$ cat src/rtl/axi_read_arbiter.sv
// Read-channel controller for a 2-master / 2-slave AXI interconnect: round-robin
// AR arbitration, address decode, route hold until RLAST, DECERR for unmapped reads.
module axi_read_arbiter #(
    parameter int unsigned ADDR_WIDTH = 32,
    parameter bit          RESET_PRIO = 1'b0
) (
    input  logic                  G_clk,
    input  logic                  G_reset,
    input  logic                  M0_ARVALID,
    input  logic [ADDR_WIDTH-1:0] M0_ARADDR,
    input  logic                  M0_RREADY,
    input  logic                  M1_ARVALID,
    input  logic [ADDR_WIDTH-1:0] M1_ARADDR,
    input  logic                  M1_RREADY,
    input  logic                  S0_ARREADY,
    input  logic                  S0_RVALID,
    input  logic                  S0_RLAST,
    input  logic                  S1_ARREADY,
    input  logic                  S1_RVALID,
    input  logic                  S1_RLAST,
    input  logic [ADDR_WIDTH-1:0] slave0_addr1,
    input  logic [ADDR_WIDTH-1:0] slave0_addr2,
    input  logic [ADDR_WIDTH-1:0] slave1_addr1,
    input  logic [ADDR_WIDTH-1:0] slave1_addr2,
    output logic                  master_sel,
    output logic                  slave_sel,
    output logic                  ar_route_en,
    output logic                  r_route_en,
    output logic                  err_arready,
    output logic                  err_rvalid,
    output logic                  busy
);

    typedef enum logic [2:0] {
        IDLE  = 3'd0,
        ADDR  = 3'd1,
        DATA  = 3'd2,
        ERR_A = 3'd3,
        ERR_R = 3'd4
    } state_t;

    state_t state_q;
    logic   ptr_q;
    logic   master_sel_q;
    logic   slave_sel_q;
    logic   ar_route_en_q;
    logic   r_route_en_q;
    logic   err_arready_q;
    logic   err_rvalid_q;
    logic   busy_q;

    logic                  any_req;
    logic                  win_d;
    logic [ADDR_WIDTH-1:0] win_addr;
    logic                  hit0;
    logic                  hit1;

    // Granted-master / selected-slave views of the handshake signals.
    logic g_arvalid;
    logic g_rready;
    logic s_arready;
    logic s_rvalid;
    logic s_rlast;

    always_comb begin
        any_req  = M0_ARVALID | M1_ARVALID;
        win_d    = (M0_ARVALID & M1_ARVALID) ? ptr_q : M1_ARVALID;
        win_addr = win_d ? M1_ARADDR : M0_ARADDR;
        // An inverted range (addr1 > addr2) can never satisfy both bounds.
        hit0     = (win_addr >= slave0_addr1) && (win_addr <= slave0_addr2);
        hit1     = (win_addr >= slave1_addr1) && (win_addr <= slave1_addr2);

        g_arvalid = master_sel_q ? M1_ARVALID : M0_ARVALID;
        g_rready  = master_sel_q ? M1_RREADY  : M0_RREADY;
        s_arready = slave_sel_q  ? S1_ARREADY : S0_ARREADY;
        s_rvalid  = slave_sel_q  ? S1_RVALID  : S0_RVALID;
        s_rlast   = slave_sel_q  ? S1_RLAST   : S0_RLAST;
    end

    always_ff @(posedge G_clk) begin
        if (G_reset) begin
            state_q       <= IDLE;
            ptr_q         <= RESET_PRIO;
            master_sel_q  <= 1'b0;
            slave_sel_q   <= 1'b0;
            ar_route_en_q <= 1'b0;
            r_route_en_q  <= 1'b0;
            err_arready_q <= 1'b0;
            err_rvalid_q  <= 1'b0;
            busy_q        <= 1'b0;
        end else begin
            case (state_q)
                IDLE: begin
                    if (any_req) begin
                        master_sel_q <= win_d;
                        busy_q       <= 1'b1;
                        if (hit0 || hit1) begin
                            slave_sel_q   <= ~hit0;
                            ar_route_en_q <= 1'b1;
                            state_q       <= ADDR;
                        end else begin
                            slave_sel_q   <= 1'b0;
                            err_arready_q <= 1'b1;
                            state_q       <= ERR_A;
                        end
                    end
                end
                ADDR: begin
                    if (s_arready && g_arvalid) begin
                        ar_route_en_q <= 1'b0;
                        r_route_en_q  <= 1'b1;
                        state_q       <= DATA;
                    end
                end
                DATA: begin
                    if (s_rvalid && g_rready && s_rlast) begin
                        r_route_en_q <= 1'b0;
                        busy_q       <= 1'b0;
                        ptr_q        <= ~master_sel_q;
                        state_q      <= IDLE;
                    end
                end
                ERR_A: begin
                    err_arready_q <= 1'b0;
                    err_rvalid_q  <= 1'b1;
                    state_q       <= ERR_R;
                end
                ERR_R: begin
                    if (g_rready) begin
                        err_rvalid_q <= 1'b0;
                        busy_q       <= 1'b0;
                        ptr_q        <= ~master_sel_q;
                        state_q      <= IDLE;
                    end
                end
                default: state_q <= IDLE;
            endcase
        end
    end

    assign master_sel  = master_sel_q;
    assign slave_sel   = slave_sel_q;
    assign ar_route_en = ar_route_en_q;
    assign r_route_en  = r_route_en_q;
    assign err_arready = err_arready_q;
    assign err_rvalid  = err_rvalid_q;
    assign busy        = busy_q;

endmodule
$ cat config.mk
export PLATFORM = sky130hd
export DESIGN_NAME = axi_read_arbiter
export DESIGN_NICKNAME = d
export VERILOG_FILES = /design/src/rtl/axi_read_arbiter.sv
export SDC_FILE = /design/constraint.sdc
export NUM_CORES = 1
export LEC_CHECK = 0
export CORE_ASPECT_RATIO = 0.9
export CORE_MARGIN = 2
export CORE_UTILIZATION = 37
export DETAILED_ROUTE_END_ITERATION = 16
export PLACE_DENSITY = 0.84
export SLEW_MARGIN = 20
export SYNTH_ARGS = -nofsm -noshare
export SYNTH_HDL_FRONTEND = slang
export SYNTH_SLANG_ARGS = --single-unit
$ cat constraint.sdc
create_clock -name G_clk -period 3.5 [get_ports G_clk]
set_input_delay 0.525 -clock G_clk [delete_from_list [all_inputs] [get_ports G_clk]]
set_output_delay 0.525 -clock G_clk [all_outputs]
set_load 0.01 [all_outputs]
==> results.md <==
Global route:
- For this run, the total global-route usage over all layers was measured as 23.1%.
- The initial antenna violation count is 0.
- The total overflow left after global routing is 0.
- The number of global-route vias before repair is 5001.
- The maximum number of pins on one net before global-route repair is 15.
- The first global-routing pass estimated 22800 microns of wire.

Clocking:
- The CTS tree is yes.
- After clock tree synthesis, the clock-pin slew on the worst setup and hold paths is 0.04 ns.
- The number of hold buffers added after cts is 0.
- At the later pin of the worst-skew pair, clock insertion delay measures 0.24 ns.
- The root buffer selected by CTS is sky130_fd_sc_hd__clkbuf_16.
- In this run, CTS created clock tree buffers numbering 3.
- In this run the number of H-tree levels came out at 1.
- The clock net in this run drives a total of 11 sinks.
- The maximum clock path buffer count is 2.

Floorplanning:
- Measured along the x axis, the die boundary spans 116 microns.
- The effective utilization at floorplan is 38.5%.
- The y dimension of the die is 105 microns.
- The initialized floorplan defines 36 standard-cell rows.
- The number of top-level pins is 211.
- The die covers 0.0122 sq mm.
- The core region area is 0.0109 sq mm.

Power:
- The leakage component of the power is 0.00370 uW.
- The power density normalized to cell area is 199 mW/mm^2.
- VDD sags by at most 156 uV.

Status:
- The flow ran to the end, and the final reports show no timing, DRC or antenna violations.

Logic synthesis:
- The distinct cell type count of the synthesized netlist is 56.
- The Yosys warning count is 0.
- The count of mapped cells out of synthesis is 550.
- The number of flops mapped to enable cells by yosys is 0.
- The flip-flop and latch count after synthesis is 11.
- The sequential cell area fraction in the yosys report is 5.23%.
- The leading register cell type out of synthesis is sky130_fd_sc_hd__dfxtp_1.
- The cell area after synthesis is 0.00421 sq mm.
- The fraction of synthesis flops using an asynchronous set or reset pin is 0%.
- The number of nets in the synthesized netlist is 882.
- The average footprint of a synthesized cell is 7.65 sq um.

Layout:
- Relative to the synthesized area, the layout overhead comes to 72.3%.
- The layout cell share with drive strength beyond 1 is 15.5%.
- The number of antenna diodes in the final layout is 0.
- For this run, the post-layout net count is 1160.
- Once layout is complete, the utilization of the core stands at 66.3%.
- With fillers left out, the area of the finished cells amounts to 0.00725 sq mm.

STA:
- Headroom to the max-slew limit came out at 51.3%.
- The number of max-slew violations in the final report was 0.
- The clock skew is 0.000635 ns.
- The number of failing hold endpoints at the final stage is 0.
- The worst path in the final design needs a cycle of 3.39 ns, including I/O delays and setup.
- The worst path uses 96.8% of the clock period.
- Setup repair after global routing could not meet its margin everywhere.
- The achievable frequency is 295 MHz.
- Setup violations remaining at the end of the flow were counted as 0.
- The slew of the pin with the lowest slew margin is 0.728 ns.

Worst setup path:
- The type of origin of the critical path is an input pin.
- The worst setup path is captured at a flip-flop.
- The critical path in this run is classified as input pin to flip-flop.
- The maximum fanout along the worst path is 8.
- The critical path data arrival time is 3.52 ns.
- The required time of the critical path is 3.63 ns.

Job:
- The count of max-cap constraint violations is 0.

Route:
- After detailed routing, the average wire length per cell comes to 14.9 microns.
- The wire length after detailed routing is 14600 microns.
- After detailed routing, the number of remaining DRC violations is 0.
- The detailed router finished its first iteration with 193 violations.
- The remaining antenna violation count is 0.
- Dividing the detail-routed via count by the number of cells gives 4.95.
- The count of vias placed by the detailed router is 4844.
- The first detailed-routing pass took 4 iterations.

Placement:
- The number of buffer cells added on primary ports is 210.
- The placed instance area is 0.00694 sq mm.
- Once detailed placement completed, the half-perimeter wirelength came to 12700 microns.
- The global placer's final weighted congestion is 0.863.

Hold path:
- The tightest min-delay check is of the flip-flop to flip-flop type.
[layout by cell type, fill, tap and decap left out, types with 4 or more instances in the layout]
cell / n
sky130_fd_sc_hd__clkdlybuf4s50_1: 208
sky130_fd_sc_hd__a21o_1: 10
sky130_fd_sc_hd__a21oi_1: 49
sky130_fd_sc_hd__o21ai_0: 14
sky130_fd_sc_hd__mux2_2: 23
sky130_fd_sc_hd__nor3_1: 4
sky130_fd_sc_hd__mux2_4: 9
sky130_fd_sc_hd__a221oi_1: 4
sky130_fd_sc_hd__a211oi_1: 9
sky130_fd_sc_hd__dfxtp_1: 11
sky130_fd_sc_hd__ha_1: 127
sky130_fd_sc_hd__buf_4: 63
sky130_fd_sc_hd__inv_1: 129
sky130_fd_sc_hd__nor2_1: 21
sky130_fd_sc_hd__nand4_1: 17
sky130_fd_sc_hd__nand3_1: 13
sky130_fd_sc_hd__nand2_1: 32
sky130_fd_sc_hd__and4_1: 5
sky130_fd_sc_hd__nor2b_1: 5
[report_power, final]
| group | switching (uW) | internal (uW) |
|---|---|---|
| clock | 57.6 | 153 |
| combinational | 442 | 609 |
| sequential | 34.1 | 151 |
| total | 534 | 913 |
[per-layer routing]
metal	GRT usage, %	share of wire (%)	up-vias
met4	4.51	1.6	0
met3	3.54	7.5	29
met5	0	0	-
li1	-	-	2507
met2	43.4	49	184
met1	27.2	42	2124
[Yosys cell counts, drive strengths merged, types with 5 or more instances]
library cell  instances  area (sq um)
nand4                20           144
a21oi                50           254
ha                  128          1600
inv                 130           488
a221oi                5          43.8
mux2                 33           372
nor3                  5          25.0
nor2b                 5          31.3
nor2                 22          85.1
clkbuf                6          32.5
a211oi               11          92.6
nand3                13          65.1
dfxtp                11           220
o21ai                18          90.1
nand2                32           120
and4                  6          53.8
a21o                 11          83.8
[worst max-delay path: stages]
cell                            delay, ns
sky130_fd_sc_hd__dlygate4sd2_1       0.22
sky130_fd_sc_hd__inv_2               0.06
sky130_fd_sc_hd__o21ai_4             0.18
sky130_fd_sc_hd__buf_6               0.16
sky130_fd_sc_hd__buf_12              0.14
sky130_fd_sc_hd__mux2_4              0.34
sky130_fd_sc_hd__ha_1                0.27
sky130_fd_sc_hd__and2_1              0.16
sky130_fd_sc_hd__a221o_1             0.33
sky130_fd_sc_hd__a211oi_2            0.28
sky130_fd_sc_hd__buf_4               0.16
sky130_fd_sc_hd__a31oi_2             0.09
sky130_fd_sc_hd__or3_1               0.39
sky130_fd_sc_hd__a31o_1              0.22
[state kept, by name, indices dropped and copies added (netlist names)]
signal       cells
ar_route_en      1
busy             1
err_arready      1
err_rvalid       1
master_sel       1
ptr_q            1
r_route_en       1
slave_sel        1
state_q          3
[final cells by class]
type                    count  area (sq um)
fillers                   898          3690
multi-input cells         403          3570
repair buffers            279          2700
inverters                 130           488
flip-flops and latches     11           220
well taps                 152           190
clock buffers               4          78.8
[logic make-up (layout without fill, tap and decap cells)]
group / after synthesis / count (layout) / synth area share [%]
buffers and inverters: 136 / 413 / 12.4
adders and majority gates: 128 / 128 / 38.1
AOI/OAI and AO/OA: 121 / 121 / 19.4
and+or+nand+nor: 118 / 118 / 15.5
muxes: 36 / 36 / 9.54
DFF: 11 / 11 / 5.23
[path summary, 6_finish.rpt]
check | end | from | slack [ns] | cells past startpoint
worst max register to register | slave_sel | ptr_q | 0.36 | 12
worst min-delay path | r_route_en | r_route_en | 0.47 | 2
worst max-delay path | slave_sel | M0_ARVALID | 0.11 | 14
worst min register to register | r_route_en | r_route_en | 0.47 | 2
[stage by stage]
stage	power [uW]	hold slack [ns]	std cells	setup TNS, ns	worst slack, ns
after global placement	1150	0.455	966	-0.952	-0.263
final	1450	0.473	979	0	0.111
after global routing	1570	0.482	979	-0.00596	-0.00596
after CTS	1440	0.475	978	0	0.154
after detailed placement	1180	0.465	966	-1.36	-0.370
after floorplan	681	0.461	550	0	0.103
[timing repair]
item,CTS,global route
pin swaps,6,7
cloned,2,0
hold endpoints to repair,0,0
gates resized for setup,23,2
endpoints found under the setup margin,4,4
buffers inserted,6,1
Power figures use the tool's default switching activity.
